[src/rtl/dm_access_ctrl.sv]
// MEM-stage data-memory access sequencer: decodes MIPS loads/stores, drives a req/ack memory port
// and registers the extended load result. Optional misaligned-access trap: MISALIGN_TRAP_EN.
module dm_access_ctrl #(
  parameter int TIMEOUT = 16,
  parameter int CNT_W   = 5
) (
  input  logic        clk,
  input  logic        rst_n,
  input  logic        ValidM,
  input  logic [31:0] InstrM,
  input  logic [31:0] AddrM,
  input  logic [31:0] WDataM,
  output logic        Stall,
  output logic        mem_req,
  output logic        mem_we,
  output logic [3:0]  mem_be,
  output logic [31:0] mem_addr,
  output logic [31:0] mem_wdata,
  input  logic [31:0] mem_rdata,
  input  logic        mem_ack,
  output logic [31:0] LoadData,
  output logic        LoadValid,
  output logic        BusErr,
  output logic        AdErr
);

  localparam logic [5:0] OP_LW  = 6'b100011;
  localparam logic [5:0] OP_LH  = 6'b100001;
  localparam logic [5:0] OP_LHU = 6'b100101;
  localparam logic [5:0] OP_LB  = 6'b100000;
  localparam logic [5:0] OP_LBU = 6'b100100;
  localparam logic [5:0] OP_SW  = 6'b101011;
  localparam logic [5:0] OP_SH  = 6'b101001;
  localparam logic [5:0] OP_SB  = 6'b101000;

  typedef enum logic [1:0] {IDLE, REQ, DONE} state_t;

  state_t           state, state_nxt;
  logic [CNT_W-1:0] cnt;
  logic [5:0]       op_q;
  logic [1:0]       a_q;
  logic             bus_err_q;
  logic             ad_err_q;

  logic [5:0]  op;
  logic        is_load, is_store, is_word, is_half;
  logic [1:0]  a_eff;
  logic        misalign;
  logic        start;
  logic        timeout_hit;
  logic [3:0]  be_nxt;
  logic [31:0] wdata_nxt;
  logic [15:0] ld_half;
  logic [7:0]  ld_byte;
  logic [31:0] ld_ext;

  assign op = InstrM[31:26];

  logic unused_instr;
  assign unused_instr = ^InstrM[25:0];

  // NOTE: every variable written in always_comb gets a default first, so no path can infer a latch.
  always_comb begin
    is_load  = 1'b0;
    is_store = 1'b0;
    is_word  = 1'b0;
    is_half  = 1'b0;
    case (op)
      OP_LW:          begin is_load  = 1'b1; is_word = 1'b1; end
      OP_LH, OP_LHU:  begin is_load  = 1'b1; is_half = 1'b1; end
      OP_LB, OP_LBU:  is_load = 1'b1;
      OP_SW:          begin is_store = 1'b1; is_word = 1'b1; end
      OP_SH:          begin is_store = 1'b1; is_half = 1'b1; end
      OP_SB:          is_store = 1'b1;
      default: ;
    endcase
  end

`ifdef MISALIGN_TRAP_EN
  assign a_eff    = AddrM[1:0];
  assign misalign = (is_word && AddrM[1:0] != 2'b00) || (is_half && AddrM[0]);
`else
  // Low address bits a word/halfword cannot use are ignored rather than trapped.
  assign a_eff    = is_word ? 2'b00 : (is_half ? {AddrM[1], 1'b0} : AddrM[1:0]);
  assign misalign = 1'b0;
`endif

  // Gated by rst_n so Stall drops with reset even while an access is presented.
  assign start       = rst_n & ValidM & (is_load | is_store) & (state == IDLE);
  assign timeout_hit = (TIMEOUT != 0) && (cnt == CNT_W'(TIMEOUT - 1));

  assign Stall     = start | (state == REQ);
  assign mem_req   = (state == REQ);
  assign BusErr    = (state == DONE) & bus_err_q;
  assign LoadValid = (state == DONE) & ~mem_we & ~ad_err_q;

`ifdef MISALIGN_TRAP_EN
  assign AdErr = (state == DONE) & ad_err_q;
`else
  assign AdErr = 1'b0;
`endif

  always_comb begin
    be_nxt    = 4'b1111;
    wdata_nxt = WDataM;
    if (is_store && is_half) begin
      be_nxt    = a_eff[1] ? 4'b1100 : 4'b0011;
      wdata_nxt = {2{WDataM[15:0]}};
    end else if (is_store && !is_word) begin
      be_nxt    = 4'b0001 << a_eff;
      wdata_nxt = {4{WDataM[7:0]}};
    end
  end

  always_comb begin
    ld_half = a_q[1] ? mem_rdata[31:16] : mem_rdata[15:0];
    case (a_q)
      2'd0:    ld_byte = mem_rdata[7:0];
      2'd1:    ld_byte = mem_rdata[15:8];
      2'd2:    ld_byte = mem_rdata[23:16];
      default: ld_byte = mem_rdata[31:24];
    endcase
    case (op_q)
      OP_LH:   ld_ext = {{16{ld_half[15]}}, ld_half};
      OP_LHU:  ld_ext = {16'h0000, ld_half};
      OP_LB:   ld_ext = {{24{ld_byte[7]}}, ld_byte};
      OP_LBU:  ld_ext = {24'h000000, ld_byte};
      default: ld_ext = mem_rdata;
    endcase
  end

  always_comb begin
    state_nxt = state;
    case (state)
      IDLE:    if (start) state_nxt = misalign ? DONE : REQ;
      REQ:     if (mem_ack || timeout_hit) state_nxt = DONE;
      DONE:    state_nxt = IDLE;
      default: state_nxt = IDLE;
    endcase
  end

  // NOTE: sequential state uses non-blocking assignments only; the async reset clears every register,
  // so mem_req (decoded from state) falls the instant rst_n goes low.
  always_ff @(posedge clk or negedge rst_n) begin
    if (!rst_n) begin
      state     <= IDLE;
      cnt       <= '0;
      op_q      <= '0;
      a_q       <= '0;
      bus_err_q <= 1'b0;
      ad_err_q  <= 1'b0;
      mem_we    <= 1'b0;
      mem_be    <= '0;
      mem_addr  <= '0;
      mem_wdata <= '0;
      LoadData  <= '0;
    end else begin
      state <= state_nxt;
      case (state)
        IDLE: if (start) begin
          op_q      <= op;
          a_q       <= a_eff;
          mem_addr  <= {AddrM[31:2], 2'b00};
          mem_we    <= is_store;
          mem_be    <= be_nxt;
          mem_wdata <= wdata_nxt;
          bus_err_q <= 1'b0;
          ad_err_q  <= misalign;
          cnt       <= '0;
        end
        REQ: begin
          if (mem_ack) begin
            if (!mem_we) LoadData <= ld_ext;
            cnt <= '0;
          end else if (timeout_hit) begin
            bus_err_q <= 1'b1;
            LoadData  <= '0;
            cnt       <= '0;
          end else begin
            cnt <= cnt + 1'b1;
          end
        end
        default: ;
      endcase
    end
  end

endmodule

[config.mk]
export PLATFORM = sky130hd
export DESIGN_NAME = dm_access_ctrl
export DESIGN_NICKNAME = d
export VERILOG_FILES = /design/src/rtl/dm_access_ctrl.sv
export SDC_FILE = /design/constraint.sdc
export NUM_CORES = 1
export LEC_CHECK = 0
export CAP_MARGIN = 20
export CORE_MARGIN = 4
export CORE_UTILIZATION = 40
export CTS_CLUSTER_SIZE = 40
export DETAILED_ROUTE_END_ITERATION = 8
export PLACE_DENSITY = 0.81
export SLEW_MARGIN = 20
export SYNTH_ARGS = -nofsm -noshare
export SYNTH_HDL_FRONTEND = slang
export SYNTH_SLANG_ARGS = --single-unit
export TNS_END_PERCENT = 50
[constraint.sdc]
create_clock -name clk -period 6.05 [get_ports clk]
set_clock_uncertainty 0.2 [all_clocks]
set_input_delay 1.21 -clock clk [delete_from_list [all_inputs] [get_ports clk]]
set_output_delay 1.21 -clock clk [all_outputs]
set_load 0.03 [all_outputs]
## Word level (Yosys, flattened, before mapping)

Index checks and enable logic that the tools add are counted.

- Output and inout bits: 106
- Memory bits (read-only): 0
- Register bits: 115
- Memories kept: 0
- Input port bits: 132
- Bits in latches: 0
- Word-level logic and storage cells: 87
- Memory bits (writable): 0

- Bitwise gates (word level): 8
- Mux-type cells: 28
- Multiply operators: 0
- Magnitude comparators: 0
- Equal/unequal tests: 22
- Shift operators: 1
- Div/mod/pow operators: 0
- Add/subtract/negate cells: 1
- Reductions and logical operators: 17

Operators by type and width:

| cell | count |
|---|---|
| $mux W32 | 5 |
| $pmux W32 S4 | 1 |
| $eq A6 B6 Y1 const B | 12 |
| $pmux W8 S3 | 1 |
| $mux W16 | 1 |
| $mux W5 | 3 |
| $mux W4 | 3 |
| $pmux W5 S2 | 1 |
| $mux W1 | 8 |
| $mux W2 | 3 |
| $ne A2 B2 Y1 const B | 3 |
| $reduce_and A2 Y1 | 3 |
| $reduce_or A3 Y1 | 2 |
| $add A5 B1 Y5 const B | 1 |
| $and A1 B1 Y1 | 5 |
| $eq A5 B4 Y1 const B | 1 |
| $reduce_or A5 Y1 | 1 |
| $eq A2 B1 Y1 const B | 2 |
| $eq A2 B2 Y1 const B | 2 |
| $logic_not A2 Y1 | 2 |
| $ne A2 B1 Y1 const B | 2 |
| $pmux W2 S2 | 1 |
| $reduce_and A4 Y1 | 1 |
| $reduce_bool A2 Y1 | 2 |
| 9 further kinds | 11 |

## Depth between registers and ports, before layout

- Depth after elaboration: 8
- Mapped depth: 7
- Depth with buffers taken out: 5

## Worst setup path before layout

No wires, ideal clock.

- Path kind: input to output
- From: input port InstrM[26]
- To: output port Stall
- Stages: 5
- Arrival: 2.258 ns
- Slack: 2.382 ns
- Data required time: 4.640 ns
- Buffers on the path: 2
- Cells stage by stage: clkbuf_1 nor2b_1 o211ai_2 buf_2 nand2_1

- Cells in the longest elaborated chain, start to end: 7
- Elaborated cells on any way between the ends: 16
- Those cells by class: eq/ne: 8; mux: 2; bitwise: 4; reduce/logical: 2

Ends and longest elaborated chain:

| item | RTL line | source |
|---|---|---|
| start: declaration | 10 | `input logic [31:0] InstrM,` |
| $eq A6 B6 Y1 | 68 | `case (op)` |
| $reduce_or A5 Y1 (no line) or $reduce_or A3 Y1 (tied branches) | n/a |  |
| $mux W1 | 68 |  |
| $or A1 B1 Y1 (*) | 89 | `assign start = rst_n & ValidM & (is_load \| is_store) & (state == IDLE);` |
| $and A1 B1 Y1 (*) (2 in series) | 89 |  |
| $or A1 B1 Y1 (*) | 92 | `assign Stall = start \| (state == REQ);` |
| end: declaration | 13 | `output logic Stall,` |

Mark *: on every way between the ends. The rest lies on a longest branch, timed or not.

## Final worst setup path

- From: input port InstrM[31]
- To: output port Stall

Same word-level chain as after synthesis.

==> flow_summary.yaml <==
pwr:
  clkPwrFrac: 0.302
  switching_share: 0.3441
  power.switching_mw: 1.155
  p_comb_frac: 0.365
  peakVddDrop_mv: 0.2481
  finalPower_mw: 3.357
  p_leak_nw: 3.538
  seq_power_share: 0.333
  pwr_density_cell_nw_per_um2: 406.8
  p_int_mw: 2.202
finish:
  nFillCells: 1030
  diodes: 0
  area.sequential_um2: 2878
  final-instance-count-excl-fill: 855
  syn_to_final_growth_pct: 51.39
  layout-drive-gt1-share: 0.1767
  multi_input_area_um2: 2411
  fin_nets: 799
  final_cell_area_um2: 8253
cts:
  cts_tree: "yes"
  cts_buffers: 17
  ctsResizeCount: 0
  cts.sinks: 115
  clk_latency_ns: 0.41
  clockBufferDepth: 2
  ctsHoldBuffers: 0
  h-tree-depth: 4
  cts_setup_buffers: 0
  clk_pin_slew_ns: 0.05
  root_buffer: "clkbuf_16"
synthesis:
  synth.area.top_cells: "dfrtp_1 53%, mux2_2 13%, o21ai_0 4.5%"
  ys_types: 45
  synth.most_common_cell: "dfrtp_1"
  synth_top_cell_by_area: "dfrtp_1"
  synth-edff-count: 0
  syn_avg_cell_area_um2: 11.75
  netlist_top_cells_count: "115 x dfrtp_1, 62 x mux2_2, 49 x nand2_1, 49 x o21ai_0, 24 x mux2i_1"
  synth-async-reset-ratio: 1.000
  ys.flop_type: "dfrtp_1"
  yosysTopAreaCellShare: 0.5279
  syn_area_um2: 5451
  yosysSeqAreaShare: 0.5279
  ys_seq_elements: 115
  syn_inst: 464
  yosysWarningCount: 0
detailed_routing:
  wl_per_cell_um: 19.53
  routed-via-count: 4743
  ant_nets: 0
  drt_iter0_drc: 486
  viasPerCell: 5.547
  firstDrtPassIters: 6
  totalWireLength_um: 16700
  drc: 0
setup_path:
  slowest_stage: "clkdlybuf4s50_1"
  max_stage_delay_ns: 0.69
  r2r-end: "LoadData[31]"
  rrSetupSlack_ns: 3.36
  rr_worst_depth: 4
  worst_ep_required_time_ns: 4.64
  cp-start-kind: "input port"
  worstSetupEndpointType: "output port"
  crit_type: "in -> out"
  crit_chain: "clkdlybuf4s50_1, nor2b_1, o211ai_4, nand2_1, clkdlybuf4s50_1"
  r2r_start: "a_q[1]"
  crit_top_cell: "clkdlybuf4s50_1"
  path_max_fanout: 5
  worstPathArrival_ns: 3.14
floorplanning:
  dieArea_um2: 15560
  start_util: 0.4100
  rows: 42
  fp.dieW_um: 124.7
  fp.dieH_um: 124.7
  io_pins: 238
  core_area_um2: 13300
timing:
  slew_headroom: 0.4104
  slew_violations: 0
  setup_violations: 0
  final.min_clock_period_ns: 4.546
  rsz0062_at_grt: "false"
  worstMarginPinSlew_ns: 0.8845
  fin_ws_ns: 1.504
  fin_setup_tns_ns: 0
  hold_viol: 0
  clock.fmax_ghz: 0.2200
  period_share: 0.7514
min_path:
  hold_depth: 1
  min_from: "LoadData[13]"
  min_to: "LoadData[13]"
  hp-class: "reg -> reg"
global_routing:
  antenna_found_initial: 0
  grt.total_usage: 0.2138
  overflow: 0
  grt_pass1_wl_um: 26520
  grt_max_degree: 109
  grt_pass1_vias: 5061
placed_design:
  place_ws_ns: 1.519
  placement.io_buffers: 208
  placed_cell_area_um2: 7651
  placed_cells: 823
  post-dp-hpwl_um: 11960
  globalplace.congestion: 0.9183
run_status:
  status: "completed"
job:
  maxCapViolCount: 0
[cells by family after synthesis]
kind of cell,count (synthesis),share of synthesized area
flip-flops,115,0.5279
AO/OA/AOI/OAI,110,0.1379
AND/OR/NAND/NOR,107,0.09525
multiplexers,93,0.2011
buffers and inverters,37,0.03488
adder cells (fa/ha/maj),1,0.002295
other,1,0.0006879
[routing by layer]
| layer | GRT usage | vias to the layer above | share of wire | wire length (um) |
|---|---|---|---|---|
| met2 | 0.3406 | 289 | 0.47 | 7915 |
| met1 | 0.2425 | 2294 | 0.38 | 6268 |
| met3 | 0.1003 | 52 | 0.12 | 1942 |
| met4 | 0.1025 | 0 | 0.034 | 575 |
| li1 | - | 2108 | - | - |
| met5 | 0 | - | 0 | 0 |
[metrics by stage]
stage | hold slack (ns) | util
after floorplan | 0.2405 | -
after global placement | 0.2558 | 0.5755
after detailed placement | 0.2646 | 0.5755
after CTS | 0.2768 | 0.6204
after global routing | 0.2970 | 0.6207
final | 0.2743 | 0.6207
[worst max-delay path by stage]
stage	start	slack [ns]	endpoint
finish	InstrM[31]	1.50	Stall
global route	InstrM[31]	1.40	Stall
CTS	InstrM[31]	1.52	Stall
detailed placement	InstrM[31]	1.52	Stall
global placement	InstrM[26]	1.54	Stall
floorplan	InstrM[26]	2.38	Stall
[power by group through the flow]
stage                     registers, mW  logic (mW)  clock network, mW
after floorplan                    1.46       0.314                  0
after global placement             1.11        1.20                  0
after detailed placement           1.13        1.23                  0
after CTS                          1.12        1.24               1.03
after global routing               1.15        1.29               1.07
final                              1.12        1.22               1.01
[critical path: cells and delay by family]
family / cells / cell delay (ns)
AO/OA/AOI/OAI: 1 / 0.15
AND/OR/NAND/NOR: 2 / 0.63
buffers and inverters: 2 / 1.14
[cell type report]
cell class / count / share of cell area
Tap cell: 176 / 0.02668
Inverter: 3 / 0.001364
Clock inverter: 9 / 0.01562
Sequential cell: 115 / 0.3487
Multi-Input combinational cell: 314 / 0.2921
Timing Repair Buffer: 215 / 0.2588
Clock buffer: 23 / 0.05670
[sequential cells by signal, summed over array words and instances, names as in the netlist]
name and count:
state 2, mem_addr 30, cnt 5, mem_be 4
bus_err_q 1, mem_we 1, a_q 2, op_q 6
LoadData 32, mem_wdata 32
[layout by cell type (no fill, tap or decap), drive strengths merged, types with 2 or more instances in the layout]
| cell | synthesis | final |
|---|---|---|
| clkdlybuf4s50 | 0 | 207 |
| dfrtp | 115 | 115 |
| mux2 | 62 | 62 |
| nand2 | 49 | 49 |
| o21ai | 49 | 49 |
| mux2i | 24 | 24 |
| clkbuf | 16 | 23 |
| nor2 | 20 | 20 |
| a21oi | 16 | 16 |
| a221o | 16 | 16 |
| a21o | 10 | 10 |
| nor3 | 10 | 10 |
| o41ai | 8 | 8 |
| buf | 18 | 8 |
| nand2b | 7 | 7 |
| mux4 | 7 | 7 |
| nor2b | 4 | 4 |
| nand3 | 4 | 4 |
| clkinv | 0 | 4 |
| inv | 3 | 3 |
| nor3b | 3 | 3 |
| conb | 1 | 3 |
| bufinv | 0 | 3 |
| a31oi | 2 | 2 |
| clkinvlp | 0 | 2 |
| and3b | 2 | 2 |
| nor4bb | 2 | 2 |
| and2 | 2 | 2 |
Power figures use the tool's default switching activity.
